**config.mk**
```make
export PLATFORM = sky130hd
export DESIGN_NAME = matmul_tile_accumulator
export DESIGN_NICKNAME = d
export VERILOG_FILES = /design/src/rtl/matmul_tile_accumulator.sv
export SDC_FILE = /design/constraint.sdc
export NUM_CORES = 2
export LEC_CHECK = 0
export CORE_MARGIN = 8
export CORE_UTILIZATION = 40
export DETAILED_ROUTE_END_ITERATION = 8
export MAX_ROUTING_LAYER = met4
export PLACE_DENSITY_LB_ADDON = 0.15
export RECOVER_POWER = 25
export SYNTH_ARGS = -nofsm -noshare
export SYNTH_HDL_FRONTEND = slang
export SYNTH_SLANG_ARGS = --single-unit
export TNS_END_PERCENT = 10
```
**constraint.sdc**
```tcl
create_clock -name clk_i -period 13.6 [get_ports clk_i]
set_clock_uncertainty 0.2 [all_clocks]
set_input_delay 1.36 -clock clk_i [delete_from_list [all_inputs] [get_ports clk_i]]
set_output_delay 1.36 -clock clk_i [all_outputs]
set_load 0.02 [all_outputs]
```
**src/rtl/matmul_tile_accumulator.sv**
```systemverilog
// matmul_tile_accumulator: accumulates KTILES signed A*B tile products (plus bias) and emits D over valid/ready.
module matmul_tile_accumulator #(
  parameter int M      = 2,
  parameter int N      = 2,
  parameter int K      = 2,
  parameter int P      = 8,
  parameter int KTILES = 2
) (
  input  logic                          clk_i,
  input  logic                          rst_ni,
  input  logic [M-1:0][K-1:0][P-1:0]    a_i,
  input  logic [K-1:0][N-1:0][P-1:0]    b_i,
  input  logic [M-1:0][N-1:0][4*P-1:0]  bias_i,
  input  logic                          in_valid_i,
  output logic                          in_ready_o,
  output logic [M-1:0][N-1:0][4*P-1:0]  d_o,
  output logic                          out_valid_o,
  input  logic                          out_ready_i,
  output logic                          busy_o
);
  localparam int W  = 4 * P;
  localparam int CW = (KTILES > 1) ? $clog2(KTILES) : 1;
  typedef enum logic {ACC, OUT} state_t;
  state_t                       state_q, state_d;
  logic [CW-1:0]                k_cnt_q, k_cnt_d;
  logic [M-1:0][N-1:0][W-1:0]   acc_q, acc_d;
  logic [W-1:0]                 s;
  always_ff @(posedge clk_i or negedge rst_ni) begin
    if (!rst_ni) begin
      state_q <= ACC;
      k_cnt_q <= '0;
      acc_q   <= '0;
    end else begin
      state_q <= state_d;
      k_cnt_q <= k_cnt_d;
      acc_q   <= acc_d;
    end
  end
  // The first tile of each output seeds from bias, later tiles from the running sum.
  always_comb begin
    state_d = state_q;
    k_cnt_d = k_cnt_q;
    acc_d   = acc_q;
    s       = '0;
    if (state_q == ACC && in_valid_i) begin
      for (int i = 0; i < M; i++) begin
        for (int j = 0; j < N; j++) begin
          s = (k_cnt_q == '0) ? bias_i[i][j] : acc_q[i][j];
          for (int k = 0; k < K; k++)
            s = s + W'($signed(a_i[i][k])) * W'($signed(b_i[k][j]));
          acc_d[i][j] = s;
        end
      end
      k_cnt_d = (k_cnt_q == CW'(KTILES - 1)) ? '0 : k_cnt_q + 1'b1;
      state_d = (k_cnt_q == CW'(KTILES - 1)) ? OUT : ACC;
    end else if (state_q == OUT && out_ready_i) begin
      state_d = ACC;
    end
  end
  assign in_ready_o  = (state_q == ACC);
  assign out_valid_o = (state_q == OUT);
  assign busy_o      = (k_cnt_q != '0);
  assign d_o         = acc_q;
endmodule

```
# Word level (Yosys, flattened, before mapping)
# Index checks and enable logic that the tools add are counted.
[op_classes]
n_reduce_logical = 3
mux = 8
addsub = 9
multipliers = 8
bitwise_logic = 1
[op_table]
columns = ["op", "n"]
rows = [
  ["32-bit adder", 8],
  ["8-bit by 8-bit multiplier with 16-bit output", 8],
  ["32-bit 2-to-1 mux", 4],
  ["1-bit 2-to-1 mux", 4],
  ["1-bit logical AND", 2],
  ["2-bit nonzero test", 1],
  ["1-bit adder, second input constant", 1],
  ["1-bit NOT", 1],
]
[word_totals]
reg_bits = 130
elab_cells = 35
out_inout_bits = 131
in_bits = 196

# Logic depth before layout (Yosys ltp)
[depth]
depth_word = 3
ltp_mapped = 34
depth_no_buf = 33

# Worst setup path before layout
# Ideal clock, no wire load.
[synth_timing]
path_kind = "input -> register"
start = "input b_i[25] (netlist bit)"
end = "register acc_q, in the netlist d_o[124]"
setup_ns = 0.133
t_arrival_ns = 8.274
slack_ns = 4.993
path_buffers = 1
stages = 33
required_time_ns = 13.267
cell_sequence = "clkbuf_1 > and2_1 > fa_1 > inv_1 > fa_1 > inv_1 > fa_1 > inv_1 > fa_1 > inv_1 > ha_1 > inv_1 > o21ai_0 > a21oi_1 > o21ai_0 > a21oi_1 > o21ai_0 > o41ai_1 > xnor2_1 > inv_1 > fa_1 > inv_1 > ha_1 > a21o_1 > a21o_1 > a21o_1 > a21o_1 > a21oi_1 > o21a_1 > o31ai_1 > o31ai_1 > xor2_1 > o21ai_0"
[synth_between]
elab_chain_len = 2
[synth_lines]
columns = ["element", "line_no", "text"]
rows = [
  ["from (decl)", "12", "input logic [K-1:0][N-1:0][P-1:0] b_i,"],
  ["8-bit by 8-bit multiplier with 16-bit output", "50", "s = s + W'($signed(a_i[i][k])) * W'($signed(b_i[k][j]));"],
  ["32-bit adder", "50", ""],
  ["to (signal assigned)", "32", "acc_q <= '0;"],
  ["to (signal assigned)", "36", "acc_q <= acc_d;"],
  ["to (decl)", "26", "logic [M-1:0][N-1:0][W-1:0] acc_q, acc_d;"],
]
# No other way between the ends.
# A chain may end at the register's enable or synchronous reset.

# Final worst setup path
[layout_timing]
start = "input b_i[3] (netlist bit)"
end = "register acc_q, in the netlist d_o[28]"
[layout_between]
elab_chain_len = 3
[layout_lines]
columns = ["element", "line_no"]
rows = [
  ["8-bit by 8-bit multiplier with 16-bit output", "50"],
  ["32-bit adder (2 in a row)", "50"],
]
# No other way between the ends.

==> results.py <==
metrics = {
    "run_status": {
        "outcome": "finished, violations left",
        "violations": "max-capacitance violations, max-slew violations",
    },
    "yosys": {
        "ys_seq_area_share_pct": 9.40,
        "syn_area_per_cell_um2": 8.85,
        "netlist_area_mm2": 0.0346,
        "syn_nets": 5026,
        "synth-main-ff-cell": "dfrtp_1",
        "yosysUniqueCellTypes": 71,
        "ys_ff_latch": 130,
        "syn_inst": 3909,
        "ys_warn_count": 0,
        "synthArstFlopShare_pct": 100,
        "synth_edf_count": 0,
    },
    "timing": {
        "setup_violations": 0,
        "slew_headroom_pct": -244,
        "fin_setup_tns_ns": 0,
        "tightest_slew_ns": 5.17,
        "final.min_clock_period_ns": 10.38,
        "rsz0062_at_grt": "no",
        "hold_viol": 0,
        "fmaxAchievable_ghz": 0.0964,
        "slew_viol_final": 169,
        "min_period_over_period_pct": 76.3,
    },
    "routing": {
        "drcViolationCount": 0,
        "via_per_inst": 4.96,
        "drt_wl_total_um": 99800,
        "final_antenna_net_count": 0,
        "vias": 26502,
        "drt_iter0_drc": 1215,
        "first_pass_iters": 5,
        "routedWlPerCell_um": 18.7,
    },
    "critical_path": {
        "cp_slowest_cell": "xnor2_2",
        "crit_top_cell": "inv_1",
        "max_stage_delay_ns": 0.86,
        "cp.arrival_ns": 10.58,
        "worstSetupStartpointType": "input port",
        "end_kind": "flop",
        "path_max_fanout": 17,
        "path_class": "input port to flop",
        "worst_ep_required_time_ns": 13.80,
    },
    "placement": {
        "gp_congestion": 0.882,
        "numPortBuffers": 326,
        "post-dp-hpwl_um": 83200,
    },
    "clock_tree": {
        "worst_skew_pair.late_latency_ns": 0.50,
        "cts_tree": "yes",
        "clockRootBuffer": "clkbuf_16",
        "post_cts.repair.setup_buffers": 0,
        "cts_made_buffers": 17,
        "cts.repair.resized": 0,
        "clockBufferDepth": 2,
        "h-tree-depth": 4,
        "clkSlewWorstSetupHoldPaths_ns": 0.08,
        "postCtsHoldBufs": 0,
        "clock-sinks": 130,
    },
    "final_layout": {
        "final_common_cell": "inv_1",
        "seqCellArea_mm2": 0.00325,
        "multi_input_area_mm2": 0.0280,
        "layout.nets": 5280,
        "drive_gt1_share_pct": 3.02,
        "final_cell_mix": "inv_1, fa_1, ha_1, clkdlybuf4s50_1, and2_1",
        "synthToLayoutAreaGrowth_pct": 14.7,
        "nFillCells": 8552,
    },
    "global_route": {
        "grt_pass1_vias": 27960,
        "grt_overflow": 0,
        "grt.total_usage_pct": 22.0,
        "grt_pass1_wl_um": 159000,
        "antenna_found_initial": 11,
        "grt_max_degree": 97,
    },
    "floorplan": {
        "dieArea_mm2": 0.0962,
        "ios": 327,
        "num_rows": 108,
        "core_area_mm2": 0.0862,
        "die_w_um": 310,
        "dieHeight_um": 310,
        "initial_core_util_pct": 40.1,
    },
    "hold_path": {
        "hp-class": "flop to flop",
    },
    "flow_run": {
        "cap_viol_max_count": 3,
    },
}
synth_stat cells, drive strengths merged, types with 3 or more instances:
| master | number | area share (%) |
|---|---|---|
| a221oi | 3 | 0.076 |
| fa | 522 | 30 |
| a41oi | 4 | 0.10 |
| a211o | 3 | 0.076 |
| and2 | 324 | 5.9 |
| or3 | 9 | 0.16 |
| o41ai | 8 | 0.31 |
| xnor2 | 175 | 4.5 |
| nor3b | 5 | 0.11 |
| buf | 12 | 0.14 |
| a2111o | 3 | 0.098 |
| clkbuf | 105 | 1.1 |
| a21boi | 11 | 0.24 |
| mux2i | 89 | 2.6 |
| ha | 399 | 14 |
| o21ai | 202 | 2.9 |
| dfrtp | 130 | 9.4 |
| mux2 | 49 | 1.6 |
| or2 | 5 | 0.090 |
| nand2b | 45 | 0.81 |
| inv | 775 | 8.4 |
| o21a | 22 | 0.48 |
| o21bai | 69 | 1.5 |
| a211oi | 20 | 0.45 |
| xor2 | 96 | 2.4 |
| nor4 | 4 | 0.072 |
| o211ai | 3 | 0.065 |
| nand3 | 15 | 0.22 |
| nor2b | 43 | 0.78 |
| o311ai | 3 | 0.076 |
| a31oi | 17 | 0.31 |
| a21oi | 129 | 1.9 |
| nor2 | 118 | 1.3 |
| a21o | 72 | 1.6 |
| o31ai | 22 | 0.48 |
| a2111oi | 6 | 0.15 |
| nand2 | 315 | 3.4 |
| nor3 | 25 | 0.36 |
| nand4 | 6 | 0.11 |
| nand3b | 3 | 0.065 |
| and3 | 11 | 0.20 |
sequential cells by signal (all words and copies together) (netlist names):
| name | count |
|---|---|
| busy_o | 1 |
| d_o | 128 |
| out_valid_o | 1 |
cell type report:
| type | count | area share [%] |
|---|---|---|
| multi-input cells | 2887 | 70.6 |
| repair buffers | 352 | 8.68 |
| clock inverters | 14 | 0.366 |
| flip-flops and latches | 130 | 8.20 |
| inverters | 775 | 7.33 |
| diodes | 8 | 0.0505 |
| well taps | 1155 | 3.64 |
| clock buffers | 18 | 1.08 |
metal layers:
layer / part of all wire [%] / GRT usage, % / vias to the layer above
li1: - / - / 12863
met1: 46 / 28.8 / 13030
met2: 46 / 34.7 / 520
met3: 5.6 / 4.10 / 89
met4: 2.5 / 6.11 / 0
met5: 0 / - / -
worst max-delay path: cells and delay by family:
kind                       cells  cell delay (ns)
buffers and inverters          7             1.60
adders and majority gates      7             3.01
AOI/OAI and AO/OA              7             2.05
xor gates and xnor gates       2             1.13
and+or+nand+nor                6             1.41
final timing paths:
kind / from / endpoint / slack [ns] / cells past startpoint
max reg2reg: busy_o / d_o[49] / 5.03 / 17
min reg2reg: d_o[6] / d_o[6] / 0.30 / 2
max in group asynchronous: rst_ni / busy_o / 5.28 / 2
min: d_o[6] / d_o[6] / 0.30 / 2
min in group asynchronous: rst_ni / d_o[32] / 2.55 / 1
max: b_i[3] / d_o[28] / 3.22 / 29
metrics by stage:
step	std cells	hold WS (ns)	setup WS (ns)	area, µm²	utilization, %
floorplan	3909	0.400	4.99	34600	-
global placement	5299	0.285	2.66	39100	45.4
detailed placement	5299	0.295	2.65	39100	45.4
CTS	5331	0.313	3.15	39700	46.0
global route	5339	0.336	2.80	39700	46.0
finish	5339	0.304	3.22	39700	46.0
logic make-up after synthesis:
family | synth area share, %
buffers and inverters | 9.69
adders and majority gates | 44.6
DFF | 9.40
and+or+nand+nor | 13.7
AOI/OAI and AO/OA | 11.4
muxes | 4.17
xor gates and xnor gates | 7.01
Power is not shown: default switching activity piles up to over one toggle a cycle in this logic, so the estimate is an artifact.
